--- src/rtl/sdm_sched_pkg.sv ---
// Register map and field layout shared by the sigma-delta sample scheduler.
package sdm_sched_pkg;

    typedef enum logic [1:0] {
        REG_CTRL = 2'd0,
        REG_OSR  = 2'd1,
        REG_DATA = 2'd2,
        REG_STAT = 2'd3
    } reg_addr_e;

    localparam int CTRL_EN         = 0;
    localparam int CTRL_URUN_MODE  = 1;
    localparam int CTRL_CLR_STICKY = 2;
    localparam int CTRL_FLUSH      = 3;

    localparam int STAT_EMPTY     = 0;
    localparam int STAT_FULL      = 1;
    localparam int STAT_URUN      = 2;
    localparam int STAT_OVF       = 3;
    localparam int STAT_LEVEL_LSB = 4;

endpackage

--- src/rtl/sdm_sample_fifo.sv ---
// Synchronous sample FIFO with flush; read data is shown combinationally at the read pointer.
module sdm_sample_fifo #(
    parameter int DW    = 16,
    parameter int DEPTH = 8
) (
    input  logic                     clk,
    input  logic                     rst_n,
    input  logic                     push,
    input  logic                     pop,
    input  logic                     flush,
    input  logic [DW-1:0]            wr_data,
    output logic [DW-1:0]            rd_data,
    output logic [$clog2(DEPTH):0]   level,
    output logic                     full,
    output logic                     empty
);

    localparam int PTR_W = $clog2(DEPTH);
    localparam int LVL_W = PTR_W + 1;
    localparam logic [LVL_W-1:0] DEPTH_LVL = DEPTH[LVL_W-1:0];

    logic [DW-1:0]    mem [DEPTH];
    logic [PTR_W-1:0] wr_ptr;
    logic [PTR_W-1:0] rd_ptr;
    logic             push_ok;
    logic             pop_ok;

    assign empty   = (level == '0);
    assign full    = (level == DEPTH_LVL);
    assign pop_ok  = pop & ~flush & ~empty;
    // A push into a full FIFO is accepted only when a pop frees the slot in the same cycle
    assign push_ok = push & ~flush & (~full | pop_ok);
    assign rd_data = mem[rd_ptr];

    always_ff @(posedge clk or negedge rst_n) begin
        if (!rst_n) begin
            wr_ptr <= '0;
            rd_ptr <= '0;
            level  <= '0;
        end else if (flush) begin
            wr_ptr <= '0;
            rd_ptr <= '0;
            level  <= '0;
        end else begin
            if (push_ok) wr_ptr <= wr_ptr + PTR_W'(1);
            if (pop_ok)  rd_ptr <= rd_ptr + PTR_W'(1);
            case ({push_ok, pop_ok})
                2'b10:   level <= level + LVL_W'(1);
                2'b01:   level <= level - LVL_W'(1);
                default: level <= level;
            endcase
        end
    end

    always_ff @(posedge clk) begin
        if (push_ok) mem[wr_ptr] <= wr_data;
    end

endmodule

--- src/rtl/sdm_sample_sched.sv ---
// Register-programmable sample scheduler: buffers host samples and feeds the sigma-delta
// modulator one sample every OSR+1 clocks, with underrun/overflow flags and a low-water IRQ.
module sdm_sample_sched
    import sdm_sched_pkg::*;
#(
    parameter int                   DW       = 16,
    parameter int                   DEPTH    = 8,
    parameter int                   OSR_W    = 8,
    parameter int                   LOWWATER = 2,
    parameter logic signed [DW-1:0] IDLE_VAL = '0
) (
    input  logic          clk,
    input  logic          rst_n,
    input  logic          bus_valid,
    input  logic          bus_we,
    input  logic [1:0]    bus_addr,
    input  logic [DW-1:0] bus_wdata,
    output logic [DW-1:0] bus_rdata,
    output logic          bus_ack,
    output logic [DW-1:0] din,
    output logic          sample_stb,
    output logic          irq_lw,
    output logic          irq_err
);

    localparam int LVL_W = $clog2(DEPTH) + 1;
    localparam logic [LVL_W-1:0] LW_LEVEL = LVL_W'(LOWWATER);

    logic             enable;
    logic             urun_mode;
    logic [OSR_W-1:0] osr;
    logic [OSR_W-1:0] cnt;
    logic             urun;
    logic             ovf;

    reg_addr_e        addr;
    logic             acc;
    logic             wr_acc;
    logic             wr_ctrl;
    logic             flush;
    logic             clr_sticky;
    logic             push;
    logic             tick;
    logic             pop;
    logic             urun_evt;
    logic             ovf_evt;
    logic [DW-1:0]    rd_mux;
    logic             unused_wdata;

    logic [DW-1:0]    fifo_rd;
    logic [LVL_W-1:0] level;
    logic             full;
    logic             empty;

    // An access is taken on the edge that raises bus_ack, so its effects are visible during ack
    assign acc        = bus_valid & ~bus_ack;
    assign wr_acc     = acc & bus_we;
    assign addr       = reg_addr_e'(bus_addr);
    assign wr_ctrl    = wr_acc & (addr == REG_CTRL);
    assign flush      = wr_ctrl & bus_wdata[CTRL_FLUSH];
    assign clr_sticky = wr_ctrl & bus_wdata[CTRL_CLR_STICKY];
    assign push       = wr_acc & (addr == REG_DATA);

    assign tick     = enable & (cnt == '0);
    assign pop      = tick & ~empty & ~flush;
    assign urun_evt = tick & empty & ~flush;
    assign ovf_evt  = push & full & ~pop & ~flush;

    assign irq_err      = urun | ovf;
    assign unused_wdata = ^bus_wdata;

    sdm_sample_fifo #(
        .DW    (DW),
        .DEPTH (DEPTH)
    ) u_fifo (
        .clk     (clk),
        .rst_n   (rst_n),
        .push    (push),
        .pop     (pop),
        .flush   (flush),
        .wr_data (bus_wdata),
        .rd_data (fifo_rd),
        .level   (level),
        .full    (full),
        .empty   (empty)
    );

    always_comb begin
        rd_mux = '0;
        case (addr)
            REG_CTRL: begin
                rd_mux[CTRL_EN]        = enable;
                rd_mux[CTRL_URUN_MODE] = urun_mode;
            end
            REG_OSR:  rd_mux[OSR_W-1:0] = osr;
            REG_DATA: rd_mux[LVL_W-1:0] = level;
            REG_STAT: begin
                rd_mux[STAT_EMPTY]               = empty;
                rd_mux[STAT_FULL]                = full;
                rd_mux[STAT_URUN]                = urun;
                rd_mux[STAT_OVF]                 = ovf;
                rd_mux[STAT_LEVEL_LSB +: LVL_W]  = level;
            end
            default: rd_mux = '0;
        endcase
    end

    always_ff @(posedge clk or negedge rst_n) begin
        if (!rst_n) begin
            bus_ack   <= 1'b0;
            bus_rdata <= '0;
            enable    <= 1'b0;
            urun_mode <= 1'b0;
            osr       <= '0;
        end else begin
            bus_ack <= acc;
            if (acc && !bus_we) bus_rdata <= rd_mux;
            if (wr_ctrl) begin
                enable    <= bus_wdata[CTRL_EN];
                urun_mode <= bus_wdata[CTRL_URUN_MODE];
            end
            if (wr_acc && addr == REG_OSR) osr <= bus_wdata[OSR_W-1:0];
        end
    end

    // Sample stage: din and sample_stb are registered together off the tick
    always_ff @(posedge clk or negedge rst_n) begin
        if (!rst_n) begin
            cnt        <= '0;
            sample_stb <= 1'b0;
            din        <= IDLE_VAL;
            urun       <= 1'b0;
            ovf        <= 1'b0;
            irq_lw     <= 1'b0;
        end else begin
            if (!enable || cnt == '0) cnt <= osr;
            else                      cnt <= cnt - OSR_W'(1);
            sample_stb <= tick;
            if (pop)                        din <= fifo_rd;
            else if (urun_evt && urun_mode) din <= IDLE_VAL;
            // A new event in the clearing cycle keeps its sticky bit set
            urun   <= (urun & ~clr_sticky) | urun_evt;
            ovf    <= (ovf & ~clr_sticky) | ovf_evt;
            irq_lw <= enable & (level <= LW_LEVEL);
        end
    end

endmodule
--- config.mk ---
export PLATFORM = sky130hd
export DESIGN_NAME = sdm_sample_sched
export DESIGN_NICKNAME = d
export VERILOG_FILES = /design/src/rtl/sdm_sched_pkg.sv /design/src/rtl/sdm_sample_fifo.sv /design/src/rtl/sdm_sample_sched.sv
export SDC_FILE = /design/constraint.sdc
export NUM_CORES = 1
export LEC_CHECK = 0
export CORE_MARGIN = 2
export CORE_UTILIZATION = 52
export CTS_CLUSTER_DIAMETER = 120
export DETAILED_ROUTE_END_ITERATION = 10
export MAX_ROUTING_LAYER = met4
export PLACE_DENSITY = 0.86
export RECOVER_POWER = 100
export SYNTH_ARGS = -nofsm -noshare
export SYNTH_HDL_FRONTEND = slang
export SYNTH_SLANG_ARGS = --single-unit
--- constraint.sdc ---
create_clock -name clk -period 3.5 [get_ports clk]
set_input_delay 0.7 -clock clk [delete_from_list [all_inputs] [get_ports clk]]
set_output_delay 0.7 -clock clk [all_outputs]
set_load 0.05 [all_outputs]
==> impl_metrics.yaml, run 1 <==
critical_path:
  cp_data_arrival_time_ns: 3.29
  reg2reg_from: "cnt[0]"
  cp_max_fo: 16
  critPathLaunchType: "primary input"
  worstRegToRegCells: 12
  r2r_end: "u_fifo.level[3]"
  required_ns: 3.57
  cp-end-kind: "register"
  crit_type: "in -> reg"
  reg2reg_slack_ns: 0.32
clock_network:
  cts_sinks: 185
  ctsLongestPathBuffers: 2
  cts_made_buffers: 17
  root_buffer: "clkbuf_16"
  htreeDepth: 4
  clk_latency_ns: 0.44
  postCtsResizedCells: 0
  clk_pin_slew_ns: 0.06
  holdBufCountCts: 0
  cts_tree: "done"
  cts_setup_buffers: 0
min_path:
  holdCritPathClass: "reg -> reg"
  whs_path_depth: 1
  hold_start: "bus_rdata[2]"
  holdPathEnd: "bus_rdata[2]"
yosys:
  yosys_warnings: 0
  netlist_area_sq_um: 7540
  synth.avg_cell_area_sq_um: 17.3
  synth_edf_count: 128
  seq_area_frac_synth: 0.699
  ys_ff_latch: 185
  netlist_instances: 437
  synthArstFlopShare: 0.308
  synthFlopType: "edfxtp_1"
  ys_types: 48
route:
  wire_per_inst_um: 21.9
  avgViaCountPerCell: 5.97
  routed_wl_um: 15400
  drt-pass1-iter-count: 5
  vias: 4183
  antenna_left: 0
  drc: 0
  drt_iter0_drc: 371
power:
  combPwrFrac: 0.275
  p_leak_nw: 3.26
  switchingPower_mw: 2.24
  clock_power_share: 0.288
  seqPwrFrac: 0.437
  p_sw_frac: 0.328
  ir_drop_mv: 0.419
  power.internal_mw: 4.60
  p_per_area_nw_per_um2: 768
global_routing:
  grt_max_degree: 39
  grt_pass1_wl_um: 24300
  grt-ovfl-total: 0
  grtUsageTotal: 0.216
  antenna_found_initial: 0
  grt_pass1_vias: 4424
layout:
  final_common_cell: "edfxtp_1"
  nets: 533
  fin_area_sq_um: 8900
  layout_common_cells: "128 x edfxtp_1, 56 x dfrtp_1, 46 x dlygate4sd3_1, 34 x mux4_2, 27 x nand2_1"
  num_antenna_cells: 0
  final_layout_size_suffix_gt1_frac: 0.193
  area_growth_pct: 18.0
timing:
  max_freq_mhz: 311
  drv_slew: 39
  finalSetupViolCount: 0
  clock_skew_ns: 0.00654
  rsz0062_at_grt: "no"
  final_hold_viol_count: 0
  period_needed_ns: 3.22
  relSlewSlack: -0.596
  worst_pin_slew_ns: 2.39
  timing.final.crit_share: 0.919
  finalSetupTns_ns: 0
die:
  io_pins: 58
  start_util: 0.525
  die_area_sq_um: 15500
  row_count: 44
  core_area_sq_um: 14400
  die_w_um: 124
  die_y_um: 124
outcome:
  status: "finished with violations"
  violations: "max-capacitance violations, max-slew violations"
placed_design:
  port_buffers: 49
  dpl.hpwl_um: 9850
  place_area_sq_um: 8370
  routabilityCongestion: 0.841
job:
  maxCapViolCount: 1
-- power groups by stage --
stage               Combinational (mW)  Sequential (mW)  Clock, mW
finish                            1.88             2.99       1.97
global route                      2.01             3.03       2.09
CTS                               1.96             3.00       2.00
detailed placement                1.95             3.04          0
global placement                  1.89             3.02          0
floorplan                         1.15             3.22          0
-- area by class of cell --
cell class | instances | area [sq um]
clock inverters | 15 | 190
repair buffers | 70 | 603
inverters | 3 | 11.3
flip-flops and latches | 185 | 5270
fillers | 1023 | 5470
multi-input cells | 227 | 2170
well taps | 184 | 230
clock buffers | 17 | 425
-- stage by stage --
stage / worst slack [ns] / hold slack (ns) / instances / util / power [mW]
floorplan: 0.162 / 0.404 / 444 / - / 4.37
global placement: 0.278 / 0.470 / 669 / 0.582 / 4.92
detailed placement: 0.189 / 0.477 / 669 / 0.582 / 4.99
CTS: 0.440 / 0.438 / 701 / 0.625 / 6.96
global route: 0.153 / 0.509 / 701 / 0.620 / 7.13
finish: 0.283 / 0.486 / 701 / 0.620 / 6.84
-- how the worst max path moves through the flow --
stage           startpoint           endpoint  slack [ns]  cells after the start
3_3_place_gp     bus_valid    u_fifo.level[3]        0.28                     12
6_report       bus_addr[1]  u_fifo.mem[5][13]        0.28                      7
5_1_grt        bus_addr[1]   u_fifo.mem[5][2]        0.15                      7
3_5_place_dp     bus_valid    u_fifo.level[3]        0.19                     12
4_1_cts             cnt[0]    u_fifo.level[3]        0.44                     12
2_1_floorplan       cnt[0]    u_fifo.level[3]        0.16                     13
-- layer usage --
| layer | track usage | share of wire |
|---|---|---|
| met3 | 0.0528 | 0.055 |
| met2 | 0.353 | 0.52 |
| met5 | - | 0 |
| met4 | 0.0806 | 0.022 |
| met1 | 0.264 | 0.40 |
-- worst max-delay path: stages --
cell	delay [ns]
dlygate4sd3_1	0.56
clkbuf_1	0.49
and3_1	0.30
clkbuf_1	0.25
nand3_1	0.20
nor3b_1	0.25
clkbuf_2	0.52
-- kinds of logic (layout without fill, tap and decap cells) --
logic type / count (synthesis) / count (layout) / share of synthesized area
flops: 185 / 185 / 0.699
mux: 67 / 67 / 0.147
other cells: 1 / 8 / 0.000497
buf+inv: 32 / 105 / 0.0206
compound gates: 52 / 52 / 0.0499
xor+xnor: 10 / 10 / 0.0116
fa+ha+maj: 7 / 7 / 0.0126
simple gates: 83 / 83 / 0.0589
-- registers in the layout, indices dropped and copies added (netlist names), 3 cells and up --
register / cells
u_fifo.wr_ptr: 3
cnt: 8
bus_rdata: 8
din: 16
u_fifo.mem: 128
osr: 8
u_fifo.rd_ptr: 3
u_fifo.level: 4
-- Yosys cell counts, types with 6 or more instances --
| master | number | area (sq um) |
|---|---|---|
| o2bb2ai_1 | 16 | 140 |
| nor2_1 | 16 | 60.1 |
| buf_4 | 8 | 60.1 |
| clkbuf_1 | 15 | 56.3 |
| nand3_1 | 12 | 60.1 |
| o21ai_0 | 9 | 45.0 |
| dfrtp_1 | 57 | 1430 |
| a21oi_1 | 11 | 55.1 |
| ha_1 | 6 | 75.1 |
| mux4_2 | 34 | 766 |
| mux2_2 | 13 | 146 |
| edfxtp_1 | 128 | 3840 |
| nand2_1 | 27 | 101 |
| mux2i_1 | 20 | 200 |
Power figures use the tool's default switching activity.
==> run 2: changes to the inputs <==
--- a/config.mk
+++ b/config.mk
@@ -5,9 +5,11 @@
 export SDC_FILE = /design/constraint.sdc
 export NUM_CORES = 1
 export LEC_CHECK = 0
+export CAP_MARGIN = 10
 export CORE_MARGIN = 2
 export CORE_UTILIZATION = 52
 export CTS_CLUSTER_DIAMETER = 120
+export CTS_CLUSTER_SIZE = 16
 export DETAILED_ROUTE_END_ITERATION = 10
 export MAX_ROUTING_LAYER = met4
 export PLACE_DENSITY = 0.86
==> results of run 2 <==
Same layout as run 1: the final DEF is identical, and so are final timing and power.
